===== config.mk =====
export PLATFORM = sky130hd
export DESIGN_NAME = ifetch
export DESIGN_NICKNAME = d
export VERILOG_FILES = /design/src/rtl/sisc_pkg.sv /design/src/rtl/ifetch_buf.sv /design/src/rtl/ifetch.sv
export SDC_FILE = /design/constraint.sdc
export NUM_CORES = 1
export LEC_CHECK = 0
export ABC_AREA = 1
export CAP_MARGIN = 15
export CELL_PAD_IN_SITES_DETAIL_PLACEMENT = 0
export CELL_PAD_IN_SITES_GLOBAL_PLACEMENT = 1
export CORE_MARGIN = 2
export CORE_UTILIZATION = 32
export CTS_CLUSTER_SIZE = 25
export DETAILED_ROUTE_END_ITERATION = 8
export GPL_TIMING_DRIVEN = 0
export PLACE_DENSITY = 0.81
export SLEW_MARGIN = 20
export SYNTH_ARGS = -nofsm -noshare
export SYNTH_HDL_FRONTEND = slang
export SYNTH_HIERARCHICAL = 1
export SYNTH_SLANG_ARGS = --single-unit

===== constraint.sdc =====
create_clock -name clk -period 1.8 [get_ports clk]
set_input_delay 0.36 -clock clk [delete_from_list [all_inputs] [get_ports clk]]
set_output_delay 0.36 -clock clk [all_outputs]
set_load 0.02 [all_outputs]

===== src/rtl/sisc_pkg.sv =====
// Shared SISC definitions: fetch FSM states, HLT opcode and default address width.
package sisc_pkg;

    localparam int unsigned DEF_ADDR_W = 16;
    localparam logic [3:0]  OP_HLT     = 4'hF;

    typedef enum logic [1:0] {
        FETCH_REQ  = 2'd0,
        FETCH_HOLD = 2'd1,
        FETCH_HALT = 2'd2
    } fetch_state_e;

endpackage


===== src/rtl/ifetch_buf.sv =====
// One-entry prefetch holding register with valid bit; flush has priority over write.
// Writes register on the edge; read-out is combinational from the held entry.
module ifetch_buf (
    input  logic        clk,
    input  logic        rst_f,
    input  logic        wr_i,
    input  logic        rd_i,
    input  logic        flush_i,
    input  logic [31:0] dat_i,
    output logic [31:0] dat_o,
    output logic        vld_o
);

    logic [31:0] dat_q;
    logic        vld_q;
    logic        vld_d;

    always_comb begin
        vld_d = vld_q;
        if (flush_i) begin
            vld_d = 1'b0;
        end else if (wr_i) begin
            vld_d = 1'b1;
        end else if (rd_i) begin
            vld_d = 1'b0;
        end
    end

    always_ff @(posedge clk or negedge rst_f) begin
        if (!rst_f) begin
            dat_q <= '0;
            vld_q <= 1'b0;
        end else begin
            if (wr_i) begin
                dat_q <= dat_i;
            end
            vld_q <= vld_d;
        end
    end

    assign dat_o = dat_q;
    assign vld_o = vld_q;

endmodule


===== src/rtl/ifetch.sv =====
// SISC instruction fetch: PC owner, memory req/rdy fetch, ir valid/take, branch redirect, HLT stop.
// Optional one-entry prefetch buffer under IFETCH_PREFETCH_EN; default build fetches one word per 2 cycles.
module ifetch
    import sisc_pkg::*;
#(
    parameter int unsigned ADDR_W = DEF_ADDR_W,
    parameter logic [3:0]  HLT_OP = OP_HLT
) (
    input  logic              clk,
    input  logic              rst_f,
    output logic              im_req,
    output logic [ADDR_W-1:0] im_addr,
    input  logic              im_rdy,
    input  logic [31:0]       im_data,
    output logic [31:0]       ir,
    output logic              ir_vld,
    input  logic              ir_take,
    input  logic              br_ld,
    input  logic [ADDR_W-1:0] br_addr,
    output logic              halted,
    output logic [ADDR_W-1:0] pc
);

    fetch_state_e      state_q, state_d;
    logic [ADDR_W-1:0] pc_q, pc_d;
    logic [ADDR_W-1:0] addr_q, addr_d;
    logic [31:0]       ir_q, ir_d;
    logic              req_q, req_d;
    logic              vld_q, vld_d;
    logic              halted_q, halted_d;
    logic              drop_q, drop_d;
    logic              accept;
    logic              take_hlt;

    assign accept   = req_q && im_rdy;
    assign take_hlt = ir_take && vld_q && (ir_q[31:28] == HLT_OP);

`ifdef IFETCH_PREFETCH_EN
    logic        buf_wr, buf_rd, buf_flush, buf_vld, got;
    logic [31:0] buf_dat;

    // A returned word is usable only if it was not fetched on a path a branch has abandoned.
    assign got = accept && !drop_q && !br_ld;

    ifetch_buf u_buf (
        .clk     (clk),
        .rst_f   (rst_f),
        .wr_i    (buf_wr),
        .rd_i    (buf_rd),
        .flush_i (buf_flush),
        .dat_i   (im_data),
        .dat_o   (buf_dat),
        .vld_o   (buf_vld)
    );
`endif

    always_comb begin
        state_d  = state_q;
        pc_d     = pc_q;
        ir_d     = ir_q;
        req_d    = req_q;
        vld_d    = vld_q;
        halted_d = halted_q;
        drop_d   = drop_q;
`ifdef IFETCH_PREFETCH_EN
        buf_wr    = 1'b0;
        buf_rd    = 1'b0;
        buf_flush = 1'b0;
`endif
        unique case (state_q)
            FETCH_REQ: begin
                req_d = 1'b1;
                if (accept) begin
                    if (drop_q || br_ld) begin
                        drop_d = 1'b0;
                        pc_d   = br_ld ? br_addr : pc_q;
                    end else begin
                        ir_d    = im_data;
                        vld_d   = 1'b1;
                        pc_d    = pc_q + ADDR_W'(1);
                        req_d   = 1'b0;
                        state_d = FETCH_HOLD;
                    end
                end else if (br_ld) begin
                    pc_d   = br_addr;
                    drop_d = req_q;
                end
            end
            FETCH_HOLD: begin
`ifdef IFETCH_PREFETCH_EN
                if (take_hlt) begin
                    vld_d     = 1'b0;
                    halted_d  = 1'b1;
                    req_d     = 1'b0;
                    drop_d    = 1'b0;
                    buf_flush = 1'b1;
                    state_d   = FETCH_HALT;
                end else begin
                    if (accept) begin
                        drop_d = 1'b0;
                    end
                    if (br_ld) begin
                        pc_d      = br_addr;
                        buf_flush = 1'b1;
                        drop_d    = req_q && !im_rdy;
                    end else if (got) begin
                        pc_d = pc_q + ADDR_W'(1);
                    end
                    if (ir_take && (br_ld || !(buf_vld || got))) begin
                        vld_d   = 1'b0;
                        state_d = FETCH_REQ;
                    end else if (ir_take) begin
                        ir_d   = buf_vld ? buf_dat : im_data;
                        buf_rd = buf_vld;
                    end else begin
                        buf_wr = got;
                    end
                    // Keep fetching while the buffer will be empty after this edge.
                    req_d = (state_d == FETCH_REQ) ||
                            !((buf_vld && !buf_rd && !buf_flush) || buf_wr);
                end
`else
                req_d = 1'b0;
                if (take_hlt) begin
                    vld_d    = 1'b0;
                    halted_d = 1'b1;
                    state_d  = FETCH_HALT;
                end else begin
                    if (br_ld) begin
                        pc_d = br_addr;
                    end
                    if (ir_take) begin
                        vld_d   = 1'b0;
                        req_d   = 1'b1;
                        state_d = FETCH_REQ;
                    end
                end
`endif
            end
            FETCH_HALT: begin
                req_d = 1'b0;
            end
            default: begin
                req_d   = 1'b0;
                vld_d   = 1'b0;
                state_d = FETCH_REQ;
            end
        endcase
        // An outstanding request keeps its address until the memory accepts it.
        addr_d = (req_q && !im_rdy) ? addr_q : pc_d;
    end

    always_ff @(posedge clk or negedge rst_f) begin
        if (!rst_f) begin
            state_q  <= FETCH_REQ;
            pc_q     <= '0;
            addr_q   <= '0;
            ir_q     <= '0;
            req_q    <= 1'b0;
            vld_q    <= 1'b0;
            halted_q <= 1'b0;
            drop_q   <= 1'b0;
        end else begin
            state_q  <= state_d;
            pc_q     <= pc_d;
            addr_q   <= addr_d;
            ir_q     <= ir_d;
            req_q    <= req_d;
            vld_q    <= vld_d;
            halted_q <= halted_d;
            drop_q   <= drop_d;
        end
    end

    assign im_req  = req_q;
    assign im_addr = addr_q;
    assign ir      = ir_q;
    assign ir_vld  = vld_q;
    assign halted  = halted_q;
    assign pc      = pc_q;

endmodule


==> results of run 1 <==
## state kept, by name, indices dropped and copies added (netlist names)
signal / flops
im_addr: 16
ir: 32
state_q: 2
pc: 16
im_req: 1
drop_q: 1
halted: 1
## final timing paths
| path | end | slack (ns) | cells after the start |
|---|---|---|---|
| setup / recovery | pc[4] | 0.05 | 1 |
| hold / removal | pc[6] | 0.38 | 3 |
| setup reg to reg | im_addr[15] | 0.16 | 8 |
| hold reg to reg | halted | 0.47 | 2 |
| max in group asynchronous | state_q[1] | 0.73 | 3 |
| min in group asynchronous | im_addr[1] | 0.51 | 2 |
## layer usage
layer	up-vias	share of wire (%)	wire (um)
met3	10	7.2	665
li1	1560	-	-
met5	-	0	0
met2	85	47	4290
met1	1443	45	4130
met4	0	1.3	116
## kinds of logic after synthesis
family,after synthesis
AND/OR/NAND/NOR,272
flip-flops,69
buffers and inverters,44
AO/OA/AOI/OAI,25
XOR/XNOR,3
multiplexers,1
adder cells (fa/ha/maj),1
## synth_stat cells
cell type	count
sky130_fd_sc_hd__nor2_4	4
sky130_fd_sc_hd__inv_6	1
sky130_fd_sc_hd__nand4_1	2
sky130_fd_sc_hd__o21bai_1	1
sky130_fd_sc_hd__inv_2	1
sky130_fd_sc_hd__nand3_1	24
sky130_fd_sc_hd__ha_1	1
sky130_fd_sc_hd__buf_6	4
sky130_fd_sc_hd__nor2_1	20
sky130_fd_sc_hd__xnor2_1	1
sky130_fd_sc_hd__o21ai_2	1
sky130_fd_sc_hd__mux2i_1	1
sky130_fd_sc_hd__buf_2	1
sky130_fd_sc_hd__nor3_1	2
sky130_fd_sc_hd__a31oi_1	2
sky130_fd_sc_hd__o21ai_1	1
sky130_fd_sc_hd__dfrtp_1	69
sky130_fd_sc_hd__or2_2	2
sky130_fd_sc_hd__o31ai_1	1
sky130_fd_sc_hd__o21ai_0	11
sky130_fd_sc_hd__xor2_1	2
sky130_fd_sc_hd__nand3_2	9
sky130_fd_sc_hd__a22oi_1	2
sky130_fd_sc_hd__o211ai_1	3
sky130_fd_sc_hd__nor2_2	1
sky130_fd_sc_hd__nand2_2	8
sky130_fd_sc_hd__nand2_1	198
sky130_fd_sc_hd__nand2_4	1
sky130_fd_sc_hd__clkbuf_1	4
sky130_fd_sc_hd__clkinv_1	1
sky130_fd_sc_hd__buf_4	4
sky130_fd_sc_hd__a21oi_1	3
sky130_fd_sc_hd__inv_1	28
sky130_fd_sc_hd__nand3b_1	1
## timing repair
action | 4_1_cts | 5_1_grt
gates resized for setup | 8 | 9
hold endpoints to repair | 34 | 0
pin swaps | 0 | 1
setup endpoints to repair | 8 | 16
setup buffers | 0 | 2
hold buffers | 1 | 0
## through the flow
step	instances	util [%]	worst slack [ns]	area (um2)	TNS [ns]
after global placement	669	45.9	-2.12	4680	-153.93
after detailed placement	670	46.1	-0.281	4690	-8.93
after floorplan	415	-	0.194	3320	0
after global routing	689	48.6	-0.0271	4950	-0.0271
final	689	48.6	0.0535	4950	0
after CTS	687	48.2	0.00489	4910	0
## cell type report
class                           count  share of cell area [%]
Multi-Input combinational cell    302                    28.1
Buffer                             13                    1.92
Clock buffer                       12                    3.34
Clock inverter                      4                    1.09
Sequential cell                    69                    34.9
Tap cell                          136                    3.44
Timing Repair Buffer              122                    24.8
Inverter                           31                    2.45
## power by group through the flow
stage / Clock (mW) / Combinational [mW] / Sequential (mW)
2_1_floorplan: 0 / 1.37 / 3.58
3_3_place_gp: 0 / 4.06 / 2.82
3_5_place_dp: 0 / 4.11 / 2.85
4_1_cts: 1.43 / 4.07 / 2.83
5_1_grt: 1.49 / 4.39 / 2.93
6_report: 1.38 / 4.02 / 2.82
==> results.env, run 1 <==
TRITONCTS.NUM_BUFFERS=9
CELL_AREA_AFTER_SYNTHESIS_UM2=3320
SYNTH_MUX_AREA_SHARE_PCT=0.301
N_FILL_CELL=1037
POST_DRT_WL_PER_CELL_UM=13.4
REQUIRED_NS=1.44
FINAL_MIN_PERIOD_OVER_CLOCK_PERIOD_PCT=97.0
NETSWITCHINGFRACTION_PCT=42.0
PWR-SHARE-COMB_PCT=48.9
WORSTPATHARRIVAL_NS=1.39
LAYOUT_COMMONEST_CELL='sky130_fd_sc_hd__nand2_1'
DIODES=0
SYNTH_LARGEST_AREA_CELL='sky130_fd_sc_hd__dfrtp_1'
REPORT.FINAL.SLEW_VIOL_COUNT=0
FINALCLOCKSKEW_NS=0.0132
INITIAL_UTILIZATION_PCT=32.6
GROUTE.LAYER.MET2.USAGE_PCT=28.6
MAXSLEWHEADROOM_PCT=60.4
SYNTH_COMPOUND_AREA_SHARE_PCT=4.48
ROWS=37
CELL_INTERNAL_PWR_mW=4.76
HOLD_VIOL=0
ROUTED_VIA_DENSITY=4.50
ENDPOINT_KIND='output port'
SYN-MEAN-INSTANCE-AREA_UM2=8.01
TIMING.RR.START='state_q[0]'
YOSYSUNIQUECELLTYPES=34
FIRST_ITER_VIOLATIONS=78
WORSTPATHMAXFANOUT=5
DR.PASS1.ITERS=4
AREA_TAKEN_BY_MULTI_INPUT_LOGIC_GATES_UM2=1390
SYNTHCELLS=415
ROOT_BUFFER='sky130_fd_sc_hd__clkbuf_8'
LEAKAGE_nW=2.50
GLOBAL_ROUTE.PEAK_USAGE_LAYER='met2'
FIRST_GLOBAL_VIAS=3204
CLOCKBUFFERDEPTH=2
LARGEST_NET_DEGREE_AT_THE_START_OF_GLOBAL_ROUTING=36
FRACTION_OF_LAYOUT_INSTANCES_USING_A_DRIVE_STRENGTH_ABOVE_1_PCT=10.8
POWERDENSITY_nW_PER_UM2=1660
HOLD_WS_NS=0.375
TIGHTESTPINTRANSITION_NS=0.595
HOLD_PATH_STARTPOINT='br_ld'
GR-USAGE-ALL-LAYERS_PCT=17.1
GRT_SETUP_UNREPAIRED='yes'
SYNTH-ADDER-AREA-SHARE_PCT=0.376
FP.COREAREA_UM2=10200
ROUTE.VIAS.TOTAL=3098
POWER_SWITCHING_mW=3.45
YOSYSSEQAREASHARE_PCT=51.9
GRT.OVERFLOW.TOTAL=0
CRITICAL-PATH-SLOWEST-CELL='sky130_fd_sc_hd__clkdlybuf4s50_1'
ANTENNA_VIOLATING_NETS_REMAINING=0
AREA.SEQUENTIAL_UM2=1730
GRT_PASS1_WL_UM=15300
FINALSETUPVIOLATIONS=0
GLOBALROUTEMET1UTIL_PCT=21.2
YOSYSTOPAREACELLSHARE_PCT=51.9
DOMINANT_COMBINATIONAL_CELL_FAMILY_BY_AREA_AFTER_SYNTHESIS='simple AND/OR/NAND/NOR gates'
IO_BUF_COUNT=118
FFS_LATCHES_SYNTH=69
DIE_FOOTPRINT_UM2=11200
SYNTH_XOR_AREA_SHARE_PCT=0.790
CLOCK_INSERTION_DELAY_WORST_SKEW_NS=0.34
DIEHEIGHT_UM=106
DRC=0
IO-PIN-COUNT=120
STATUS='completed'
FINISH.NET_COUNT=602
CRIT_FAMILY='buffers and inverters'
AREA_FRACTION_IN_AND_OR_NAND_AND_NOR_CELLS_AFTER_SYNTHESIS_PCT=35.6
WL_UM=9210
MOST_FREQUENT_CELLS_IN_THE_LAYOUT='sky130_fd_sc_hd__nand2_1 (197), sky130_fd_sc_hd__clkdlybuf4s50_1 (104), sky130_fd_sc_hd__dfrtp_1 (68), sky130_fd_sc_hd__inv_1 (28), sky130_fd_sc_hd__nand3_1 (24)'
PATH_CLASS='flop to output port'
DIE_X_UM=106
MAX-CAP-VIOLATIONS=0
PWR-SHARE-SEQ_PCT=34.3
DP_HPWL_UM=6750
CRIT_PATH_START_KIND='flop'
STARTPOINT='pc[4]'
WORST-PATH-BUF-INV=1
CPPEAKSTAGEDELAY_NS=0.63
FINAL.MIN_CLOCK_PERIOD_NS=1.75
POWER.CLOCK.FRACTION_PCT=16.8
IR_WORST_VDD_mV=0.710
CTS.SINK_COUNT=69
POST_ROUTE_TOTAL_POWER_mW=8.22
FMAX_MHz=573
TIMING.CRITICAL_PATH.CELLS='clkdlybuf4s50_1'
AREA_GROWTH_SYN_TO_LAYOUT_PCT=48.9
MET3_USAGE_PCT=5.09
GLOBALPLACE.CONGESTION=0.755
TYPE_OF_THE_TIGHTEST_MIN_DELAY_CHECK='primary input to flop'
ANTENNA_FOUND_INITIAL=0
TRITONCTS_CLOCK_TREE='done'
WORST_SETUP_HOLD_PATH_CLK_SLEW_NS=0.08
HTREE_NUM_LEVELS=3
SYNTH.TOP_CELLS.BY_AREA='sky130_fd_sc_hd__dfrtp_1 (52%), sky130_fd_sc_hd__nand2_1 (22%), sky130_fd_sc_hd__nand3_1 (3.6%)'
SYNTH.NET_COUNT=469
SYNTH.YOSYS.WARNINGS=6
No activity file was read; power rests on OpenSTA's default activity.
==> inputs of run 2 (changes only) <==
--- a/config.mk
+++ b/config.mk
@@ -9,6 +9,7 @@
 export CAP_MARGIN = 15
 export CELL_PAD_IN_SITES_DETAIL_PLACEMENT = 0
 export CELL_PAD_IN_SITES_GLOBAL_PLACEMENT = 1
+export CORE_ASPECT_RATIO = 0.6
 export CORE_MARGIN = 2
 export CORE_UTILIZATION = 32
 export CTS_CLUSTER_SIZE = 25
@@ -18,5 +19,4 @@
 export SLEW_MARGIN = 20
 export SYNTH_ARGS = -nofsm -noshare
 export SYNTH_HDL_FRONTEND = slang
-export SYNTH_HIERARCHICAL = 1
 export SYNTH_SLANG_ARGS = --single-unit
==> results.env, run 2 <==
STATUS='completed'
MAXSLEWHEADROOM_PCT=60.5
YS_ASYNC_SR_FRACTION_PCT=100
FFS_LATCHES_SYNTH=69
PWR-SHARE-COMB_PCT=45.8
REPORT.FINAL.SLEW_VIOL_COUNT=0
ANTENNA_FOUND_INITIAL=0
LAYOUT_COMMONEST_CELL='sky130_fd_sc_hd__nand2_1'
POST_ROUTE_TOTAL_POWER_mW=8.98
SYNTH.YOSYS.WARNINGS=0
WORST-PATH-BUF-INV=1
MAX-CAP-VIOLATIONS=0
TRITONCTS.NUM_BUFFERS=9
FINALSETUPVIOLATIONS=0
INITIAL_UTILIZATION_PCT=33.3
GR-USAGE-ALL-LAYERS_PCT=19.0
DR.PASS1.ITERS=4
GRT_SETUP_UNREPAIRED='no'
SYNTH_LARGEST_AREA_CELL='sky130_fd_sc_hd__dfrtp_1'
PATH_CLASS='flop to output port'
FP.COREAREA_UM2=9980
DIODES=0
FINAL.MIN_CLOCK_PERIOD_NS=1.74
YS.FLOP_TYPE='sky130_fd_sc_hd__dfrtp_1'
CLOCKBUFFERDEPTH=2
POST_DRT_WL_PER_CELL_UM=14.6
DIEHEIGHT_UM=83.0
DRC=0
TYPE_OF_THE_TIGHTEST_MIN_DELAY_CHECK='primary input to flop'
LARGEST_REGISTER_FF_COUNT=32
POWER_SWITCHING_mW=3.61
POST_SYNTH_MOST_FREQUENT_CELLS='sky130_fd_sc_hd__nand2_1 (198), sky130_fd_sc_hd__dfrtp_1 (69), sky130_fd_sc_hd__inv_1 (28), sky130_fd_sc_hd__nand3_1 (24), sky130_fd_sc_hd__nor2_1 (20)'
DP_HPWL_UM=7360
LARGEST_NET_DEGREE_AT_THE_START_OF_GLOBAL_ROUTING=41
WORST_SETUP_HOLD_PATH_CLK_SLEW_NS=0.06
ROWS=28
DIE_FOOTPRINT_UM2=11200
FINALCLOCKSKEW_NS=0.00724
CPPEAKSTAGEDELAY_NS=0.63
YOSYSSEQAREASHARE_PCT=51.9
MOST_FREQUENT_CELLS_IN_THE_LAYOUT='sky130_fd_sc_hd__nand2_1 (198), sky130_fd_sc_hd__clkdlybuf4s50_1 (106), sky130_fd_sc_hd__dfrtp_1 (67), sky130_fd_sc_hd__inv_1 (28), sky130_fd_sc_hd__nand3_1 (24)'
SYNTH.TOP_CELLS.BY_AREA='sky130_fd_sc_hd__dfrtp_1 (52%), sky130_fd_sc_hd__nand2_1 (22%), sky130_fd_sc_hd__nand3_1 (3.6%)'
POWER.CLOCK.FRACTION_PCT=22.7
SYN-MEAN-INSTANCE-AREA_UM2=8.01
TIGHTESTPINTRANSITION_NS=0.590
CTS.SINK_COUNT=69
DIE_X_UM=136
YOSYSTOPAREACELLSHARE_PCT=51.9
WORSTPATHMAXFANOUT=5
AREA_GROWTH_SYN_TO_LAYOUT_PCT=52.9
FMAX_MHz=574
CRITICAL-PATH-SLOWEST-CELL='sky130_fd_sc_hd__clkdlybuf4s50_1'
ANTENNA_VIOLATING_NETS_REMAINING=0
IO_BUF_COUNT=118
PRE_CTS_SLACK_NS=-0.402
TRITONCTS_CLOCK_TREE='done'
N_FILL_CELL=937
SYNTHCELLS=415
FINISH.NET_COUNT=603
ROUTE.VIAS.TOTAL=3156
HTREE_NUM_LEVELS=3
ENDPOINT_KIND='output port'
PWR-SHARE-SEQ_PCT=31.5
FRACTION_OF_LAYOUT_INSTANCES_USING_A_DRIVE_STRENGTH_ABOVE_1_PCT=11.0
EDFF_COUNT_SYNTH=0
WHS_PATH_DEPTH=3
GRT.OVERFLOW.TOTAL=0
CRIT_FAMILY='buffers and inverters'
ROUTED_VIA_DENSITY=4.58
FIRST_GLOBAL_VIAS=3127
ROOT_BUFFER='sky130_fd_sc_hd__clkbuf_16'
IO-PIN-COUNT=120
CLOCK_INSERTION_DELAY_WORST_SKEW_NS=0.34
SYNTH.NET_COUNT=469
CRIT_PATH_START_KIND='flop'
POST-ROUTE-WORST-SETUP-SLACK_NS=0.0580
WORSTPATHARRIVAL_NS=1.38
HOLD_VIOL=0
FINAL_MIN_PERIOD_OVER_CLOCK_PERIOD_PCT=96.8
LEAKAGE_nW=2.56
POWERDENSITY_nW_PER_UM2=1770
WL_UM=10000
CELL_INTERNAL_PWR_mW=5.37
MOST_COMMON_CELL_IN_THE_SYNTHESIZED_NETLIST='sky130_fd_sc_hd__nand2_1'
REQUIRED_NS=1.44
IR_WORST_VDD_mV=0.687
TIMING.REG2REG.WORST_PATH_DEPTH=10
YOSYSUNIQUECELLTYPES=34
TIMING.CRITICAL_PATH.CELLS='clkdlybuf4s50_1'
CELL_AREA_AFTER_SYNTHESIS_UM2=3320
GLOBALPLACE.CONGESTION=0.859
FIRST_ITER_VIOLATIONS=193
GRT_PASS1_WL_UM=16400
NETSWITCHINGFRACTION_PCT=40.2
WORST-PATH-STAGES=1
-- run 2: cell types whose count changed in the layout (fill, tap and decap cells not counted), sizes merged --
cell,delta
buf,+1
clkdlybuf4s50,+2
clkinv,+1
clkinvlp,-2
dlygate4sd2,-2
bufinv,+1
-- run 2: layout make-up --
class | instances | area (um2) | area share, %
Buffer | 13 | 95.1 | 1.87
Clock buffer | 12 | 267 | 5.24
Clock inverter | 4 | 77.6 | 1.53
Inverter | 31 | 123 | 2.41
Multi-Input combinational cell | 302 | 1390 | 27.3
Sequential cell | 69 | 1730 | 34.0
Tap cell | 135 | 169 | 3.32
Timing Repair Buffer | 123 | 1240 | 24.3
-- run 2: per-stage QoR --
stage	cell area, um2	hold slack (ns)	util [%]	instances	setup TNS, ns
after floorplan	3320	0.0644	-	415	0
after detailed placement	4690	0.327	47.0	669	-11.33
after global placement	4670	0.448	46.8	668	-157.96
after CTS	5040	0.404	50.5	686	0
after global routing	5080	0.429	50.9	689	0
final	5080	0.403	50.9	689	0
-- run 2: logic make-up after synthesis --
group	after synthesis	synth area share (%)
buffers and inverters	44	6.51
AOI/OAI and AO/OA	25	4.48
muxes	1	0.301
DFF	69	51.9
and+or+nand+nor	272	35.6
adders and majority gates	1	0.376
xor gates and xnor gates	3	0.791
-- run 2: final timing paths --
path / to / slack (ns) / startpoint
max: pc[8] / 0.06 / pc[8]
min: pc[6] / 0.40 / br_ld
max reg2reg: im_addr[14] / 0.14 / pc[0]
min reg2reg: halted / 0.47 / halted
max in group asynchronous: pc[1] / 0.74 / rst_f
min in group asynchronous: pc[10] / 0.50 / rst_f
-- run 2: layer usage --
| layer | vias up | track usage, % | share of wire, % |
|---|---|---|---|
| met4 | 0 | 6.63 | 1.4 |
| met3 | 9 | 6.65 | 7.1 |
| met1 | 1483 | 27.9 | 52 |
| met5 | - | 0 | 0 |
| met2 | 96 | 25.5 | 40 |
| li1 | 1568 | - | - |
-- run 2: repair_timing --
action / 4_1_cts / 5_1_grt
resized for setup: 7 / 9
pin swaps: 0 / 1
endpoints found under the hold margin: 29 / 0
hold buffers: 1 / 0
endpoints found under the setup margin: 16 / 17
setup buffers: 0 / 3
-- run 2: power groups by stage --
| stage | registers, mW | logic (mW) | clock network [mW] |
|---|---|---|---|
| 3_5_place_dp | 2.83 | 4.16 | 0 |
| 6_report | 2.83 | 4.12 | 2.04 |
| 3_3_place_gp | 2.82 | 4.11 | 0 |
| 2_1_floorplan | 3.58 | 1.37 | 0 |
| 4_1_cts | 2.83 | 4.14 | 2.06 |
| 5_1_grt | 2.94 | 4.47 | 2.17 |
